**src/rtl/adv_input_conditioner.sv**
```systemverilog
// Input front end for the adventure-game room FSM: synchronises and debounces
// the buttons and v switch, then turns each accepted direction press into one pulse.
module adv_input_conditioner #(
  parameter int DB_CYCLES = 4,
  parameter int CNT_W     = 3
) (
  input  logic clk,
  input  logic reset,
  input  logic btn_n,
  input  logic btn_s,
  input  logic btn_e,
  input  logic btn_w,
  input  logic sw_v,
  output logic n,
  output logic s,
  output logic e,
  output logic w,
  output logic v,
  output logic conflict
);

  localparam logic [CNT_W-1:0] CNT_MAX = CNT_W'(DB_CYCLES - 1);

  logic [4:0] raw;
  logic [4:0] db;
  logic [3:0] db_d;
  logic [3:0] rise;
  logic [2:0] cnt_r;
  logic       lock;

  // Channel order: 0=n, 1=s, 2=e, 3=w, 4=v
  assign raw = {sw_v, btn_w, btn_e, btn_s, btn_n};

  generate
    for (genvar gi = 0; gi < 5; gi++) begin : g_ch
      logic             q1;
      logic             q2;
      logic             db_reg;
      logic [CNT_W-1:0] cnt;

      always_ff @(posedge clk or posedge reset) begin
        if (reset) begin
          q1     <= 1'b0;
          q2     <= 1'b0;
          db_reg <= 1'b0;
          cnt    <= '0;
        end else begin
          q1 <= raw[gi];
          q2 <= q1;
          // Any return of q2 to the settled level restarts the stability count
          if (q2 == db_reg) begin
            cnt <= '0;
          end else if (cnt == CNT_MAX) begin
            db_reg <= q2;
            cnt    <= '0;
          end else begin
            cnt <= cnt + 1'b1;
          end
        end
      end

      assign db[gi] = db_reg;
    end
  endgenerate

  assign rise  = db[3:0] & ~db_d;
  assign cnt_r = {2'b00, rise[0]} + {2'b00, rise[1]} + {2'b00, rise[2]} + {2'b00, rise[3]};

  always_ff @(posedge clk or posedge reset) begin
    if (reset) begin
      db_d     <= '0;
      lock     <= 1'b0;
      n        <= 1'b0;
      s        <= 1'b0;
      e        <= 1'b0;
      w        <= 1'b0;
      v        <= 1'b0;
      conflict <= 1'b0;
    end else begin
      db_d     <= db[3:0];
      v        <= db[4];
      n        <= 1'b0;
      s        <= 1'b0;
      e        <= 1'b0;
      w        <= 1'b0;
      conflict <= 1'b0;
      if (!lock && cnt_r == 3'd1) begin
        n    <= rise[0];
        s    <= rise[1];
        e    <= rise[2];
        w    <= rise[3];
        lock <= 1'b1;
      end else if (!lock && cnt_r >= 3'd2) begin
        conflict <= 1'b1;
        lock     <= 1'b1;
      end else if (db[3:0] == 4'b0000 && rise == 4'b0000) begin
        // Re-arm only once every direction is released and settled
        lock <= 1'b0;
      end
    end
  end

endmodule

```
**config.mk**
```make
export PLATFORM = sky130hd
export DESIGN_NAME = adv_input_conditioner
export DESIGN_NICKNAME = d
export VERILOG_FILES = /design/src/rtl/adv_input_conditioner.sv
export SDC_FILE = /design/constraint.sdc
export NUM_CORES = 1
export LEC_CHECK = 0
export CAP_MARGIN = 20
export CORE_ASPECT_RATIO = 1.2
export CORE_MARGIN = 1.5
export CORE_UTILIZATION = 60
export DETAILED_ROUTE_END_ITERATION = 16
export DONT_BUFFER_PORTS = 1
export PLACE_DENSITY = 0.76
export SYNTH_ARGS = -nofsm -noshare
export SYNTH_HDL_FRONTEND = slang
export SYNTH_SLANG_ARGS = --single-unit
```
**constraint.sdc**
```tcl
create_clock -name clk -period 2.7 [get_ports clk]
set_input_delay 0.405 -clock clk [delete_from_list [all_inputs] [get_ports clk]]
set_output_delay 0.405 -clock clk [all_outputs]
set_load 0.1 [all_outputs]
```
==> implementation parameters <==
Parameter                              Value

Worst setup path
  Buffers plus inverters on the worst setup path    2
  Required arrival time at the worst endpoint    2.98 ns
  Type of origin of the critical path    register
  Kind of cell with the highest combined delay on the critical path    adder cells
  Stage delay of the slowest cell on the critical path    around 0.54 ns
  Crit Reg-Reg Startpoint    g_ch[0].db_reg
  Critical setup path kind    reg -> reg
  Max Fanout on Critical Path    5
  Worst Path Arrival    approximately 2.8 ns
  Critical-path cell list    nand2b_1, inv_1, fa_1, ha_1, inv_1, ha_1, or4b_4, nor3b_2
  Number of cell instances on the worst register-to-register path    8
  Worst R2R End    e
  Max stage delay cell, worst path    fa_1
  Nature of the critical path endpoint    register
  Slack of the worst reg-to-reg path    0.19 ns

STA
  Fmax achieved    399 MHz
  Post-layout min period    2.51 ns
  Final period utilization    a little over 90%
  Transition at the pin with the smallest max-transition slack    0.880 ns
  Setup repair after global routing missed its margin    false
  Max-slew violations    0
  Largest clock skew in the final design    between 0.01 and 0.015 ns
  Setup tns final    0 ns
  Final hold violations    0
  Final-report setup violation count    0
  Rel. slew slack    41.4%

Yosys
  Synth cell types    20
  Cell accounting for the most synthesized area    dfrtp_1
  Post-synthesis area per instance    between 10 and 15 sq um
  Syn Inst Count    104
  Yosys warning total    0
  Share of the synthesized area in the top cell type    66.7%
  Post-Syn Area    about 0.0015 sq mm
  Top post-synthesis cells by area    dfrtp_1 (67%), ha_1 (7.3%), nor3b_1 (4.9%)
  #FFs+latches synth    41
  Synthesized netlist net count    roughly 120
  Share of the yosys chip area belonging to registers    between 60% and 70%

Global routing
  Number of antenna violations at the first check in global routing    0
  Maximum number of pins on one net before global-route repair    28
  Vias in the first global route    slightly above 800
  Total global routing overflow    0
  Overall Global Routing Usage    a little under a fifth
  First-pass GRT wire length    about 3.7 mm

Die
  Initial Utilization    approximately 65%
  Area of the placeable core    between 0.002 and 0.0025 sq mm
  Y dimension of the die    approximately 58 microns
  Die boundary width    slightly below 50 microns
  Site row count    19
  Number of top-level pins    13
  Area of the die    0.00288 sq mm

Clock tree
  Sink Count    41
  Root buffer cell    clkbuf_4
  TritonCTS clock tree    built
  Clock-pin slew of the registers on the worst-case setup and hold paths    0.12 ns
  H-tree levels    2
  Later-pin clock latency in the skew report    approximately 0.34 ns
  Maximum clock insertion buffer count    2
  Clock buffers created by TritonCTS    5

Place
  Total of buffers placed on input and output ports    0
  Placed instance count    approximately 140
  GPL Wtd Cong    0.783
  Half-perimeter wire length of the detailed placement result    roughly 1.5 mm

Finish
  Layout net count    130
  Register containing the most flip-flops in the final layout    g_ch.cnt
  Area growth from synthesis to layout    9.19%
  Inserted Diodes    0
  Largest register FFs    15
  Non-filler instance count after layout    145
  Fill cell total of the finished layout    between 150 and 200
  Layout cell share with drive strength beyond 1    between 10% and 20%

Drt
  Overall via count from detail_route    just under 800
  Average detailed-routed wire length per instance    approximately 14 microns
  Initial detailed-routing violation count    20
  DRT antenna net count    0
  Drt total wl    just over 2 mm
  Vias per inst    ~5.4
  DRT Pass-1 Iters    4
  Remaining routing DRC violations    0

Flow run
  Max-cap check violation count    0

Hold path
  Critical hold path startpoint    btn_e
  Hold path cells    0
  End of the worst hold path    g_ch[2].q1
  Class of the most critical hold timing path    in -> reg

Power
  Total power    about 1.9 mW
  Worst vdd ir    between 0.0009 and 0.001 V
  Power Density    1150 mW/mm^2
  Leakage power    ~0.8 nW

Status
  Status    finished clean
==> per-layer routing <==
metal  part of all wire, %  wire length (microns)  vias to the layer above  global-route usage (%)
met5                     0                      0                        -                       0
met4                   2.4                     48                        0                    8.57
met3                   4.5                     91                        6                    7.61
met2                    51                   1050                       16                    30.3
met1                    42                    847                      386                    21.2
li1                      -                      -                      371                       -
==> synth_stat cells, drive strengths merged <==
library cell / n
fa: 1
nor2: 2
o21a: 1
o21ai: 1
dfrtp: 41
ha: 9
mux2: 5
inv: 5
xnor2: 6
nor4: 1
a21o: 1
nor2b: 7
nor3b: 12
or4b: 1
nor3: 5
o21bai: 1
nand2b: 3
nand3: 1
a21oi: 1
==> power breakdown <==
part / internal, mW / leakage [nW] / switching, mW / total, mW
clock network: 0.221 / 0.0455 / 0.182 / 0.403
registers: 0.764 / 0.514 / 0.225 / 0.989
logic: 0.288 / 0.229 / 0.259 / 0.547
==> layout make-up <==
| type | count | area (sq um) | share of cell area (%) |
|---|---|---|---|
| sequential | 41 | 1030 | 61.1 |
| multi-input combinational | 58 | 494 | 29.4 |
| clock buffer | 7 | 55.1 | 3.28 |
| tap | 31 | 38.8 | 2.31 |
| clock inverter | 1 | 30.0 | 1.79 |
| inverter | 5 | 18.8 | 1.12 |
| timing repair buffer | 2 | 17.5 | 1.04 |
==> worst max path at each step <==
stage / startpoint / to / slack [ns] / cells past startpoint
6_report: g_ch[0].db_reg / e / 0.19 / 8
4_1_cts: g_ch[0].db_reg / e / 0.17 / 8
5_1_grt: g_ch[1].db_reg / e / 0.05 / 8
3_3_place_gp: g_ch[0].db_reg / w / 0.28 / 8
3_5_place_dp: g_ch[0].db_reg / e / 0.17 / 8
2_1_floorplan: g_ch[0].db_reg / e / 0.34 / 8
==> cells in the final DEF (no fill, tap or decap), types with 2 or more instances in the layout <==
cell type	synthesis	layout
ha_1	9	9
clkbuf_4	0	5
nor3b_2	2	2
xnor2_1	6	6
dfrtp_1	41	41
mux2_2	5	5
inv_1	5	5
nor3b_1	10	10
nand2b_1	3	3
nor3_1	5	5
nor2_1	2	2
nor2b_1	7	7
==> stage by stage <==
step / area (sq um) / hold WS [ns] / setup WS [ns] / util [%]
3_3_place_gp: 1590 / 0.332 / 0.277 / 67.4
3_5_place_dp: 1590 / 0.335 / 0.171 / 67.4
6_report: 1680 / 0.0730 / 0.192 / 71.4
4_1_cts: 1680 / 0.0604 / 0.169 / 71.4
5_1_grt: 1680 / 0.0351 / 0.0459 / 71.4
2_1_floorplan: 1540 / 0.331 / 0.340 / -
==> repair_timing <==
action | CTS | global route
buffers inserted | 0 | 0
resized for setup | 0 | 0
hold buffers | 1 | 0
hold endpoints to repair | 14 | 0
setup endpoints to repair | 0 | 0
==> cells by family after synthesis <==
| family | Yosys count | synth area share (%) |
|---|---|---|
| adder cells (fa/ha/maj) | 10 | 8.62 |
| AO/OA/AOI/OAI | 5 | 2.11 |
| multiplexers | 5 | 3.66 |
| AND/OR/NAND/NOR | 32 | 14.3 |
| XOR/XNOR | 6 | 3.41 |
| flip-flops | 41 | 66.7 |
| buffers and inverters | 5 | 1.22 |
Note: power is estimated with default switching activity, not from simulation.
